--- config.mk ---
export PLATFORM = sky130hd
export DESIGN_NAME = mem_access_unit
export DESIGN_NICKNAME = d
export VERILOG_FILES = /design/src/rtl/mem_access_unit_pkg.sv /design/src/rtl/mem_access_unit_lsu_align.sv /design/src/rtl/mem_access_unit.sv
export SDC_FILE = /design/constraint.sdc
export NUM_CORES = 1
export LEC_CHECK = 0
export BUFFER_PORTS_ARGS = -buffer_cell sky130_fd_sc_hd__buf_4
export CAP_MARGIN = 20
export CORE_AREA = 2 2 128 130
export DETAILED_ROUTE_END_ITERATION = 8
export DIE_AREA = 0 0 130 132
export PLACE_DENSITY = 0.86
export SLEW_MARGIN = 0
export SYNTH_ARGS = -nofsm -noshare
export SYNTH_HDL_FRONTEND = slang
export SYNTH_SLANG_ARGS = --single-unit
--- constraint.sdc ---
create_clock -name i_clk -period 11.1 [get_ports i_clk]
set_input_delay 1.11 -clock i_clk [delete_from_list [all_inputs] [get_ports i_clk]]
set_output_delay 1.11 -clock i_clk [all_outputs]
set_load 0.005 [all_outputs]
--- src/rtl/mem_access_unit_pkg.sv ---
// Shared types and constants for the memory-access stage.
//   dataBus_t   - widest supported datapath word
//   ma_state_t  - transaction FSM state (also exported on the debug port)
//   SZ_*        - access size codes held in funct3[1:0]
//   F3_*        - load/store funct3 encodings
//   size_bytes  - number of bytes touched by an access of a given size code
package mem_access_unit_pkg;

  localparam int XLEN_MAX = 64;

  typedef logic [XLEN_MAX-1:0] dataBus_t;

  typedef enum logic [1:0] {
    ST_IDLE    = 2'd0,
    ST_REQ     = 2'd1,
    ST_WAIT_RD = 2'd2,
    ST_DONE    = 2'd3
  } ma_state_t;

  localparam logic [1:0] SZ_B = 2'd0;
  localparam logic [1:0] SZ_H = 2'd1;
  localparam logic [1:0] SZ_W = 2'd2;
  localparam logic [1:0] SZ_D = 2'd3;

  localparam logic [2:0] F3_LB  = 3'b000;
  localparam logic [2:0] F3_LH  = 3'b001;
  localparam logic [2:0] F3_LW  = 3'b010;
  localparam logic [2:0] F3_LD  = 3'b011;
  localparam logic [2:0] F3_LBU = 3'b100;
  localparam logic [2:0] F3_LHU = 3'b101;
  localparam logic [2:0] F3_LWU = 3'b110;
  localparam logic [2:0] F3_SB  = 3'b000;
  localparam logic [2:0] F3_SH  = 3'b001;
  localparam logic [2:0] F3_SW  = 3'b010;
  localparam logic [2:0] F3_SD  = 3'b011;

  function automatic int unsigned size_bytes(input logic [1:0] sz);
    return 32'd1 << sz;
  endfunction

endpackage

--- src/rtl/mem_access_unit_lsu_align.sv ---
// lsu_align: purely combinational lane alignment for one data-memory access.
//   offset      - low address bits selecting the starting byte lane
//   funct3      - access size (bits 1:0) and zero-extend flag (bit 2)
//   store_data  - unshifted store operand
//   load_rdata  - raw word returned by memory
//   be          - byte enables for the access
//   wdata       - store operand moved onto its byte lanes
//   load_data   - load result moved to bit 0 and sign/zero extended
//   misaligned  - access not naturally aligned, or size illegal for XLEN
module lsu_align
  import mem_access_unit_pkg::*;
#(
  parameter  int XLEN  = 32,
  localparam int NB    = XLEN / 8,
  localparam int OFS_W = $clog2(NB)
) (
  input  logic [OFS_W-1:0] offset,
  input  logic [2:0]       funct3,
  input  logic [XLEN-1:0]  store_data,
  input  logic [XLEN-1:0]  load_rdata,
  output logic [NB-1:0]    be,
  output logic [XLEN-1:0]  wdata,
  output logic [XLEN-1:0]  load_data,
  output logic             misaligned
);

  logic [1:0]      sz;
  logic            illegal;
  logic [OFS_W-1:0] align_mask;
  logic [NB-1:0]   size_mask;
  logic [XLEN-1:0] shifted;
  logic [XLEN-1:0] keep_mask;
  logic            sign;

  assign sz = funct3[1:0];

  always_comb begin
    // Doubleword and LWU have no meaning on a 32-bit datapath.
    illegal    = (XLEN == 32) && ((sz == SZ_D) || (funct3 == F3_LWU));
    align_mask = OFS_W'(size_bytes(sz) - 32'd1);
    misaligned = illegal || ((offset & align_mask) != '0);

    size_mask  = NB'((32'd1 << size_bytes(sz)) - 32'd1);
    be         = size_mask << offset;
    wdata      = store_data << {offset, 3'b000};

    shifted    = load_rdata >> {offset, 3'b000};
    case (sz)
      SZ_B:    begin keep_mask = XLEN'(8'hFF);          sign = shifted[7];      end
      SZ_H:    begin keep_mask = XLEN'(16'hFFFF);       sign = shifted[15];     end
      SZ_W:    begin keep_mask = XLEN'(32'hFFFF_FFFF);  sign = shifted[31];     end
      default: begin keep_mask = '1;                    sign = shifted[XLEN-1]; end
    endcase
    sign      = sign & ~funct3[2];
    load_data = (shifted & keep_mask) | ({XLEN{sign}} & ~keep_mask);
  end

endmodule

--- src/rtl/mem_access_unit.sv ---
// mem_access_unit: memory-access pipeline stage between EX and WB.
//   i_clk / i_rst        - clock, asynchronous active-high reset
//   i_clk_en             - pipeline advance enable (gates only the MA->WB register)
//   i_ex_*               - instruction fields from EX
//   o_dmem_* / i_dmem_*  - request/grant/response data-memory port
//   o_ma_stall           - hold EX and earlier while an access is outstanding
//   o_ma_*               - MA->WB pipeline register
//   o_dbg_state          - current transaction FSM state
//
// Handshake: a request is accepted in any cycle where o_dmem_req and
// i_dmem_gnt are both high; address, be and wdata stay stable until then.
// For loads, i_dmem_rvalid qualifies i_dmem_rdata at least one cycle after
// the accepting cycle and is ignored unless a read is outstanding.
module mem_access_unit
  import mem_access_unit_pkg::*;
#(
  parameter  int XLEN  = 32,
  parameter  int REG_W = 5,
  localparam int NB    = XLEN / 8,
  localparam int OFS_W = $clog2(NB)
) (
  input  logic             i_clk,
  input  logic             i_rst,
  input  logic             i_clk_en,
  input  logic             i_ex_valid,
  input  logic             i_ex_mem_to_reg,
  input  logic             i_ex_reg_wr,
  input  logic             i_ex_mem_rd,
  input  logic             i_ex_mem_wr,
  input  logic [1:0]       i_ex_rw_sel,
  input  logic [XLEN-1:0]  i_ex_pc_plus_4,
  input  logic [XLEN-1:0]  i_ex_alu_result,
  input  logic [XLEN-1:0]  i_ex_reg_read_data2,
  input  logic [REG_W-1:0] i_ex_reg_dest,
  input  logic [2:0]       i_ex_funct3,
  output logic             o_dmem_req,
  output logic             o_dmem_we,
  output logic [XLEN-1:0]  o_dmem_addr,
  output logic [NB-1:0]    o_dmem_be,
  output logic [XLEN-1:0]  o_dmem_wdata,
  input  logic             i_dmem_gnt,
  input  logic             i_dmem_rvalid,
  input  logic [XLEN-1:0]  i_dmem_rdata,
  output logic             o_ma_stall,
  output logic             o_ma_valid,
  output logic             o_ma_mem_to_reg,
  output logic             o_ma_reg_wr,
  output logic             o_ma_misaligned,
  output logic [1:0]       o_ma_rw_sel,
  output logic [XLEN-1:0]  o_ma_pc_plus_4,
  output logic [XLEN-1:0]  o_ma_read_data,
  output logic [XLEN-1:0]  o_ma_result,
  output logic [REG_W-1:0] o_ma_reg_dest,
  output ma_state_t        o_dbg_state
);

  ma_state_t       state, state_nxt;
  logic            acc, is_load, mis;
  logic            req, complete, cap_buf, stall;
  logic [XLEN-1:0] ld_ext, ld_buf, ld_sel;

  lsu_align #(.XLEN(XLEN)) u_align (
    .offset     (i_ex_alu_result[OFS_W-1:0]),
    .funct3     (i_ex_funct3),
    .store_data (i_ex_reg_read_data2),
    .load_rdata (i_dmem_rdata),
    .be         (o_dmem_be),
    .wdata      (o_dmem_wdata),
    .load_data  (ld_ext),
    .misaligned (mis)
  );

  assign acc         = i_ex_valid & (i_ex_mem_rd | i_ex_mem_wr);
  assign is_load     = i_ex_mem_rd;
  assign o_dmem_addr = {i_ex_alu_result[XLEN-1:OFS_W], {OFS_W{1'b0}}};

  // "complete" means the instruction in EX leaves MA at this edge. A granted
  // store with the pipeline frozen parks in DONE so it is not reissued.
  always_comb begin
    state_nxt = state;
    req       = 1'b0;
    complete  = 1'b0;
    cap_buf   = 1'b0;
    unique case (state)
      ST_IDLE: begin
        if (!acc || mis) begin
          complete = 1'b1;
        end else begin
          req = 1'b1;
          if (!i_dmem_gnt)   state_nxt = ST_REQ;
          else if (is_load)  state_nxt = ST_WAIT_RD;
          else if (i_clk_en) complete  = 1'b1;
          else               state_nxt = ST_DONE;
        end
      end
      ST_REQ: begin
        req = 1'b1;
        if (i_dmem_gnt) begin
          if (is_load)       state_nxt = ST_WAIT_RD;
          else if (i_clk_en) begin complete = 1'b1; state_nxt = ST_IDLE; end
          else               state_nxt = ST_DONE;
        end
      end
      ST_WAIT_RD: begin
        if (i_dmem_rvalid) begin
          cap_buf = 1'b1;
          if (i_clk_en) begin complete = 1'b1; state_nxt = ST_IDLE; end
          else          state_nxt = ST_DONE;
        end
      end
      ST_DONE: begin
        if (i_clk_en) begin complete = 1'b1; state_nxt = ST_IDLE; end
      end
      default: state_nxt = ST_IDLE;
    endcase
  end

  assign stall       = acc & ~complete;
  assign o_ma_stall  = stall & ~i_rst;
  assign o_dmem_req  = req & ~i_rst;
  assign o_dmem_we   = o_dmem_req & ~is_load;
  assign o_dbg_state = state;

  // Once parked in DONE the live bus may have moved on; use the buffer.
  assign ld_sel = (state == ST_DONE) ? ld_buf : ld_ext;

  always_ff @(posedge i_clk or posedge i_rst) begin
    if (i_rst) begin
      state           <= ST_IDLE;
      ld_buf          <= '0;
      o_ma_valid      <= 1'b0;
      o_ma_mem_to_reg <= 1'b0;
      o_ma_reg_wr     <= 1'b0;
      o_ma_misaligned <= 1'b0;
      o_ma_rw_sel     <= '0;
      o_ma_pc_plus_4  <= '0;
      o_ma_read_data  <= '0;
      o_ma_result     <= '0;
      o_ma_reg_dest   <= '0;
    end else begin
      state <= state_nxt;
      if (cap_buf) ld_buf <= ld_ext;
      if (i_clk_en) begin
        if (stall) begin
          o_ma_valid      <= 1'b0;
          o_ma_reg_wr     <= 1'b0;
          o_ma_misaligned <= 1'b0;
        end else begin
          o_ma_valid      <= i_ex_valid;
          o_ma_mem_to_reg <= i_ex_mem_to_reg;
          o_ma_reg_wr     <= i_ex_reg_wr & ~(acc & mis);
          o_ma_misaligned <= acc & mis;
          o_ma_rw_sel     <= i_ex_rw_sel;
          o_ma_pc_plus_4  <= i_ex_pc_plus_4;
          o_ma_read_data  <= (acc & is_load & ~mis) ? ld_sel : '0;
          o_ma_result     <= i_ex_alu_result;
          o_ma_reg_dest   <= i_ex_reg_dest;
        end
      end
    end
  end

endmodule

==> flow_metrics.env <==
export IMPL_setup_violations=0
export IMPL_antennaDiodeCount=0
export IMPL_p_total_mw=1.98
export IMPL_endpoint_kind="primary output"
export IMPL_crit_slowest_cell="buf_4"
export IMPL_post_cts_buffers=0
export IMPL_vdd_drop_max_mv=0.132
export IMPL_grt_busiest_layer="met2"
export IMPL_clock_sinks=141
export IMPL_grt_pass1_wl_um=31900
export IMPL_cts_repair_resized=0
export IMPL_critPathLaunchType="input pin"
export IMPL_ctsHoldBuffers=0
export IMPL_multi_input_area_sq_mm=0.00305
export IMPL_drv_cap=0
export IMPL_rsz0062_at_grt="false"
export IMPL_synth_top_area_share_pct=49.9
export IMPL_grt_max_degree=78
export IMPL_post_route_drc_count=0
export IMPL_max_freq_mhz=246
export IMPL_synth_area_top_cells="dfrtp_1, mux2_1, mux2i_1"
export IMPL_viasPerCell=5.34
export IMPL_hold_violations=0
export IMPL_final_nets=1057
export IMPL_crit_type="in -> out"
export IMPL_grt_pass1_vias=6066
export IMPL_cp_common_cell="nor2_1"
export IMPL_portBuffers=325
export IMPL_clk_path_buf_depth=2
export IMPL_cp_required_ns=9.99
export IMPL_synth_flop_cell="dfrtp_1"
export IMPL_clkLatencyLatePin_ns=0.43
export IMPL_setup_tns_ns=0
export IMPL_synthDistinctLibCells=47
export IMPL_fin_crit_ns=4.06
export IMPL_use_met1_pct=28.9
export IMPL_crit_chain="buf_4 > nor2_1 > a21oi_2 > nor2_1 > nor2_1 > nor4_1 > buf_4"
export IMPL_antenna_found_initial=0
export IMPL_placed_cell_area_sq_mm=0.00935
export IMPL_synth_edf_count=0
export IMPL_fillers=1264
export IMPL_area_growth_pct=42.6
export IMPL_wl_per_cell_um=18.1
export IMPL_grt_use_met2_pct=40.8
export IMPL_fin_crit_sh_pct=36.6
export IMPL_r2r_start="o_dbg_state[1]"
export IMPL_cts_tree="built"
export IMPL_drtIter0Drc=419
export IMPL_worstSetupStartpoint="i_ex_alu_result[0]"
export IMPL_outcome="finished clean"
export IMPL_mappedNetlistArea_sq_mm=0.00707
export IMPL_die_height_um=132
export IMPL_syn_area_per_cell_sq_um=11.1
export IMPL_tightest_slew_ns=1.01
export IMPL_die_width_um=130
export IMPL_hold_path_class="reg -> reg"
export IMPL_design_area_sq_mm=0.0101
export IMPL_cts_buffers_inserted=17
export IMPL_place_detailed_hpwl_um=14900
export IMPL_synthCells=638
export IMPL_pin_count=328
export IMPL_slowest_delay_ns=0.55
export IMPL_drt_pre_antenna_iters=5
export IMPL_yosys_area_top_type="dfrtp_1"
export IMPL_grt_overflow=0
export IMPL_slew_limit_headroom_pct=32.2
export IMPL_power_density_mw_per_mm2=197
export IMPL_initial_core_util_pct=45.0
export IMPL_track_usage_pct=23.8
export IMPL_cp_max_fo=66
export IMPL_synth_seq_cells=141
export IMPL_async_flop_share_pct=100
export IMPL_root_buffer="clkbuf_16"
export IMPL_min_delay_start="o_ma_result[31]"
export IMPL_synth_seq_area_share_pct=49.9
export IMPL_rows=46
export IMPL_regArea_sq_mm=0.00353
export IMPL_met3_usage_pct=5.80
export IMPL_finClkSkew_ns=0.00761
export IMPL_drt_antenna_violating_nets=0
export IMPL_worstPathArrival_ns=2.95
export IMPL_h_tree_depth=4
export IMPL_slew_viol_final=0
export IMPL_layout_drive_gt1_share_pct=40.9
export IMPL_leakage_nw=4.89
export IMPL_gp_congestion=0.837
export IMPL_clk_pin_slew_ns=0.06
export IMPL_ys_warn_count=0
export IMPL_core_area_sq_mm=0.0157
export IMPL_vias=6076
export IMPL_die_area_sq_mm=0.0172
export IMPL_drt_wl_total_um=20700
worst max-delay path, delay by kind of cell:
kind	cells	cell delay (ns)
buffers and inverters	2	0.72
AND/OR/NAND/NOR	4	0.73
AO/OA/AOI/OAI	1	0.36
synth_stat cells (2+ instances only):
cell	count
buf_4	34
inv_1	3
o2bb2ai_1	19
nor2b_1	10
o21a_1	9
clkbuf_1	20
dfrtp_1	141
buf_6	5
nand2b_1	2
nor3_1	2
o31ai_1	2
nor4_1	2
nor2_1	53
mux2i_1	41
a21boi_1	2
a211oi_1	8
buf_2	18
o21ai_0	38
mux2_2	7
o21bai_1	2
a221o_1	7
o22a_1	8
a21oi_1	30
a21boi_0	7
nand2_1	36
mux2_1	72
o21ai_1	7
and2_1	10
a22o_1	23
buf_1	3
final timing paths:
check,endpoint,slack (ns),cells past startpoint
worst max-delay path,o_dmem_we,7.04,7
worst min-delay path,o_ma_result[31],0.49,1
worst max register to register,o_ma_rw_sel[1],8.20,5
worst min register to register,o_ma_result[31],0.49,1
max in group asynchronous,o_ma_pc_plus_4[31],8.93,3
min in group asynchronous,o_dbg_state[0],0.78,2
per-stage QoR:
stage	worst slack [ns]	hold slack, ns	instances	util (%)
after floorplan	6.21	0.448	639	-
after global placement	6.87	0.462	1105	59.5
after detailed placement	6.74	0.474	1105	59.5
after CTS	7.02	0.490	1137	64.2
after global routing	6.78	0.503	1138	64.2
final	7.04	0.488	1138	64.2
logic make-up after synthesis:
logic type,count (synthesis),synth area share (%)
multiplexers,121,18.6
AND/OR/NAND/NOR,122,7.85
other,1,0.0530
AO/OA/AOI/OAI,168,16.4
XOR/XNOR,1,0.124
flip-flops,141,49.9
buffers and inverters,84,7.11
where the power goes:
group          internal (mW)  total [mW]  switching, mW
registers              0.651       0.736         0.0849
clock network          0.472       0.708          0.236
logic                  0.290       0.539          0.249
total                   1.41        1.98          0.570
final cells by class:
type / instances / area share [%]
repair buffers: 331 / 24.6
well taps: 216 / 2.68
clock buffers: 17 / 4.22
flip-flops and latches: 141 / 35.0
inverters: 4 / 0.198
clock inverters: 15 / 3.01
multi-input cells: 414 / 30.3
routing by layer:
layer,vias to the layer above,wire (um)
met5,-,0
met3,41,1480
met1,2963,8140
li1,2799,-
met2,273,10600
met4,0,410
cell usage in the layout (no fill, tap or decap), types with 2 or more instances in the layout:
master,count
o2bb2ai_1,19
o21ai_1,7
nor4_1,2
a221o_1,7
mux2i_1,41
nor2b_1,10
o31ai_1,2
clkbuf_16,17
o21bai_1,2
and2_1,10
nor3_1,2
conb_1,2
inv_1,2
a21boi_1,2
clkinv_4,2
a211oi_1,8
mux2_1,72
mux2_2,7
a21oi_1,30
o22a_1,8
nand2b_1,2
a21boi_0,7
bufinv_16,8
o21a_1,9
buf_4,331
o21ai_0,38
nor2_1,53
nand2_1,36
inv_6,5
a22o_1,23
dfrtp_1,141
(Power assumes the default switching activity.)
